===== src/rtl/fractal_sync_pkg.sv =====
// Shared request types and index-width helper for the fractal-sync RX arbitration path.
package fractal_sync_pkg;

  localparam int unsigned FSYNC_AGGR_W = 8;
  localparam int unsigned FSYNC_ID_W   = 8;

  typedef struct packed {
    logic [FSYNC_AGGR_W-1:0] aggr;
    logic [FSYNC_ID_W-1:0]   id;
  } fsync_sig_t;

  typedef struct packed {
    logic       sync;
    fsync_sig_t sig;
  } fsync_req_t;

  // A single port still needs a 1-bit index so src/ptr signals never collapse to zero width.
  function automatic int unsigned idx_width(input int unsigned n);
    return (n > 1) ? $clog2(n) : 1;
  endfunction

endpackage


===== src/rtl/fractal_sync_rr_arb.sv =====
// Combinational rotating-priority selector: first requester at or after ptr_i, modulo N_PORTS.
// Zero latency, no state; the caller decides whether the grant is consumed.
module fractal_sync_rr_arb
  import fractal_sync_pkg::*;
#(
  parameter int unsigned N_PORTS = 2,
  parameter int unsigned IDX_W   = idx_width(N_PORTS)
) (
  input  logic [N_PORTS-1:0] req_i,
  input  logic [IDX_W-1:0]   ptr_i,
  output logic [N_PORTS-1:0] gnt_o,
  output logic [IDX_W-1:0]   idx_o,
  output logic               vld_o
);

  logic [2*N_PORTS-1:0] req_dbl;
  logic [2*N_PORTS-1:0] req_msk;

  // Upper copy is never masked, so any request left of the pointer wraps to it.
  always_comb begin
    req_dbl = {req_i, req_i};
    for (int i = 0; i < 2 * N_PORTS; i++) begin
      req_msk[i] = req_dbl[i] && (i >= int'(ptr_i));
    end
  end

  always_comb begin
    idx_o = '0;
    for (int i = 2 * N_PORTS - 1; i >= 0; i--) begin
      if (req_msk[i]) begin
        idx_o = (i >= int'(N_PORTS)) ? IDX_W'(i - int'(N_PORTS)) : IDX_W'(i);
      end
    end
  end

  always_comb begin
    vld_o = |req_i;
    for (int p = 0; p < N_PORTS; p++) begin
      gnt_o[p] = vld_o && (idx_o == IDX_W'(p));
    end
  end

endmodule


===== src/rtl/fractal_sync_rx_arb.sv =====
// Round-robin reader of N_PORTS RX FIFOs into one registered, source-tagged valid/ready stage.
// pop_o is combinational in the grant cycle, valid_o follows one cycle later; a stalled stage holds everything.
module fractal_sync_rx_arb #(
  parameter type         fsync_req_t = logic,
  parameter int unsigned N_PORTS     = 2,
  parameter int unsigned IDX_W       = fractal_sync_pkg::idx_width(N_PORTS)
) (
  input  logic                 clk_i,
  input  logic                 rst_ni,
  input  logic [N_PORTS-1:0]   empty_i,
  input  fsync_req_t           req_i [N_PORTS],
  output logic [N_PORTS-1:0]   pop_o,
  output logic                 valid_o,
  input  logic                 ready_i,
  output fsync_req_t           req_o,
  output logic [IDX_W-1:0]     src_o,
  output logic                 error_empty_pop_o
);

  localparam logic [IDX_W-1:0] LAST_IDX = IDX_W'(N_PORTS - 1);

  logic               valid_q, valid_d;
  fsync_req_t         req_q, req_d;
  logic [IDX_W-1:0]   src_q, src_d;
  logic [IDX_W-1:0]   ptr_q, ptr_d;
  logic               err_q, err_d;

  logic [N_PORTS-1:0] gnt;
  logic [IDX_W-1:0]   gnt_idx;
  logic               any_vld;
  logic               stage_free;
  logic               grant;
  fsync_req_t         req_sel;

  fractal_sync_rr_arb #(
    .N_PORTS (N_PORTS),
    .IDX_W   (IDX_W)
  ) i_rr_arb (
    .req_i (~empty_i),
    .ptr_i (ptr_q),
    .gnt_o (gnt),
    .idx_o (gnt_idx),
    .vld_o (any_vld)
  );

  // Gating with rst_ni keeps the FIFOs untouched while the stage is held in reset.
  always_comb begin
    stage_free = !valid_q || ready_i;
    grant      = stage_free && any_vld && rst_ni;
    pop_o      = grant ? gnt : '0;
  end

  always_comb begin
    req_sel = '0;
    for (int p = 0; p < N_PORTS; p++) begin
      if (gnt[p]) begin
        req_sel = req_i[p];
      end
    end
  end

  always_comb begin
    valid_d = valid_q;
    req_d   = req_q;
    src_d   = src_q;
    ptr_d   = ptr_q;
    if (stage_free) begin
      valid_d = any_vld;
    end
    if (grant) begin
      req_d = req_sel;
      src_d = gnt_idx;
      ptr_d = (gnt_idx == LAST_IDX) ? '0 : gnt_idx + 1'b1;
    end
    err_d = err_q || (|(pop_o & empty_i));
  end

  always_ff @(posedge clk_i or negedge rst_ni) begin
    if (!rst_ni) begin
      valid_q <= 1'b0;
      req_q   <= '0;
      src_q   <= '0;
      ptr_q   <= '0;
      err_q   <= 1'b0;
    end else begin
      valid_q <= valid_d;
      req_q   <= req_d;
      src_q   <= src_d;
      ptr_q   <= ptr_d;
      err_q   <= err_d;
    end
  end

  assign valid_o           = valid_q;
  assign req_o             = req_q;
  assign src_o             = src_q;
  assign error_empty_pop_o = err_q;

endmodule


===== config.mk =====
export PLATFORM = sky130hd
export DESIGN_NAME = fractal_sync_rx_arb
export DESIGN_NICKNAME = d
export VERILOG_FILES = /design/src/rtl/fractal_sync_pkg.sv /design/src/rtl/fractal_sync_rr_arb.sv /design/src/rtl/fractal_sync_rx_arb.sv
export SDC_FILE = /design/constraint.sdc
export NUM_CORES = 1
export LEC_CHECK = 0
export ABC_AREA = 1
export BUFFER_PORTS_ARGS = -buffer_cell sky130_fd_sc_hd__buf_2
export CORE_AREA = 8 8 45 47
export DETAILED_ROUTE_END_ITERATION = 16
export DIE_AREA = 0 0 53 55
export PLACE_DENSITY = 0.5
export SLEW_MARGIN = 15
export SYNTH_ARGS = -nofsm -noshare
export SYNTH_HDL_FRONTEND = slang
export SYNTH_SLANG_ARGS = --single-unit
export TNS_END_PERCENT = 30

===== constraint.sdc =====
create_clock -name clk_i -period 1.8 [get_ports clk_i]
set_clock_uncertainty 0.05 [all_clocks]
set_input_delay 0.27 -clock clk_i [delete_from_list [all_inputs] [get_ports clk_i]]
set_output_delay 0.27 -clock clk_i [all_outputs]
set_load 0.05 [all_outputs]

==> run metrics <==
outcome=finished, final reports clean; Seq/Total Area, Yosys=0.532; Iter 0 DRT Violations=6; clock power share=0.364; Layout area overhead=48.9%; most common cell in the netlist=nand2_1; largest net degree at the start of global routing=9; Post-Syn Area per Cell=7.59 sq um; synthesized area=235 sq um; first-pass GRT wire length=1.02 mm; GR Overflow Total=0; core area=1380 sq um; final instance area=350 sq um; die area=2920 sq um; post-synthesis mux area share=0; pre-CTS setup slack=0.433 ns; reg2reg setup slack=0.86 ns; CP required=1.48 ns; ys async rst share=1.00; Netlist cell types=10; synth cell count leaders=11 x nand2_1, 5 x dfrtp_1, 5 x inv_1; share of post-route cells with drive strength above 1=0.383; register bit count reported by yosys=5; Via Count=233; Crit Path Max Fanout=8; Overall Global Routing Usage=0.0498; Comb power frac=0.269; Mapped Nets=38; Clock Tree Buf Depth=2; Routed Wire Length=625 um; Final WS setup=0.216 ns; fill count=168; Worst-Margin Slew=0.268 ns; Worst Hold Class=input port to flop; # resized after CTS=0; compound-gate portion of the synthesized area=0.0638; FF/Latch Area=125 sq um; Critical Path Sink Type=primary output; Vias per Instance=3.70; Final Slew Violations=0; Final Non-Filler Cells=63; CTS Buf Count=3; cells after synthesis=31; DP Area=314 sq um; worst hold endpoint=valid_o; die width=53 um; Layout Nets=55; Max Cap Viol=0; CP Data Arrival Time=1.26 ns; critical path type=flop to primary output; # diodes=0; crit path time final=1.58 ns; Hold Crit Depth=2; main combinational cell family by area after synthesis=simple AND/OR/NAND/NOR gates; synth top area cells=dfrtp_1 53%, nand2_1 18%, inv_1 8.0%, nand3_1 4.3%, nand3_2 4.3%; Detailed Place HPWL=493 um; Die Span Y=55 um; part of the cycle the worst path needs=0.880; FP Rows=14; Final GP Congestion=0.677; Sw Ratio=0.348; Worst setup SP type=flop; root buffer cell=clkbuf_4; Ys Warns=0; multi-input logic area=86.3 sq um; share of the synthesized area in the top cell type=0.532; CTS H-tree lvls=1; P_sw=126 uW; antenna violations before repair=0; Slew HR=0.821; Worst-path clk slew=0.04 ns; Critical R2R Capture=src_o; Post-synth EDFFs=0; Leakage Power=0.000212 uW; unrepaired setup endpoints after global routing=false; Sink Count=5; highest clock rate=0.632 GHz; VDD IR max=0.341 mV; vias in the first global route=252; # IOs=13; first drt pass iteration count=4; area leader, netlist=dfrtp_1; predominant post-synthesis flop cell=dfrtp_1; R2R Path Start=valid_o; Detail Route Antenna Nets=0; internal power=236 uW; IO Port Bufs=12; clock latency on the worst-skew pair=0.24 ns; PwrDens=1030 nW/um^2; Post-Place Cells=58; FF-to-FF path depth=4; Synth Area in Simple Gates=0.293; starting density of the core=0.170; xor/xnor cell area share of the yosys netlist=0; Hold Startpoint=empty_i[1]; area share of fa/ha/maj cells after synthesis=0; CTS tree=done; share of power burned in registers=0.368; wire length per cell=9.92 um; Setup violations, final=0; DRC violations left=0; Final Hold Fails=0
-- logic make-up (layout without fill, tap and decap cells) --
| family | Yosys count | in the layout |
|---|---|---|
| compound gates | 3 | 3 |
| buf+inv | 7 | 23 |
| simple gates | 16 | 16 |
| flops | 5 | 5 |
-- sequential cells by signal (all words and copies together), names as in the netlist --
register	flops
ptr_q	1
error_empty_pop_o	1
src_o	1
req_o	1
valid_o	1
-- per-stage QoR --
step           utilization  total power (uW)  hold slack (ns)  setup TNS (ns)
6_report             0.253               362            0.218               0
4_1_cts              0.253               371            0.214               0
5_1_grt              0.253               384            0.213               0
3_3_place_gp         0.227               231           0.0496               0
3_5_place_dp         0.227               232           0.0552               0
2_1_floorplan            -               203          -0.0756         -0.0552
-- worst max-delay path, stage by stage, from the launching register on --
cell     delay [ns]
dfrtp_1        0.36
nand2_1        0.10
nand3_2        0.16
nor2_1         0.13
buf_2          0.27
-- layout make-up --
cell class | count | area share
multi-input combinational | 19 | 0.246
clock buffer | 4 | 0.0750
timing repair buffer | 13 | 0.200
inverter | 6 | 0.0643
sequential | 5 | 0.357
tap | 16 | 0.0571
-- cell usage in the layout, fill, tap and decap left out, drive strengths merged --
cell type    count
dlygate4sd3      1
o21ai            2
nand3            3
buf             12
a21oi            1
nand2           11
nor2             2
inv              6
clkbuf           4
dfrtp            5
-- worst max-delay path by stage --
stage | startpoint | endpoint | slack [ns] | depth (start not counted)
finish | valid_o | pop_o[1] | 0.22 | 4
global route | ptr_q | pop_o[0] | 0.11 | 6
CTS | ptr_q | pop_o[0] | 0.19 | 6
detailed placement | rst_ni | pop_o[0] | 0.43 | 4
global placement | rst_ni | pop_o[1] | 0.45 | 4
floorplan | valid_o | pop_o[1] | -0.06 | 3
-- layer usage --
metal / wire, um / global-route usage / vias up
li1: - / - / 125
met1: 280 / 0.0489 / 97
met2: 257 / 0.0645 / 9
met3: 80 / 0.0374 / 2
met4: 6 / 0.0517 / 0
met5: 0 / 0 / -
-- power by group through the flow --
stage | Clock, uW | Combinational (uW) | Sequential (uW)
after global routing | 143 | 107 | 135
after global placement | 0 | 96.0 | 135
final | 132 | 97.3 | 133
after CTS | 138 | 99.1 | 133
after detailed placement | 0 | 96.9 | 135
after floorplan | 0 | 36.6 | 166
-- repair_timing --
item / CTS / global route
setup endpoints to repair: 0 / 0
endpoints found under the hold margin: 5 / 0
hold buffers: 1 / 0
buffers inserted: 0 / 0
No activity file was read; power rests on OpenSTA's default activity.
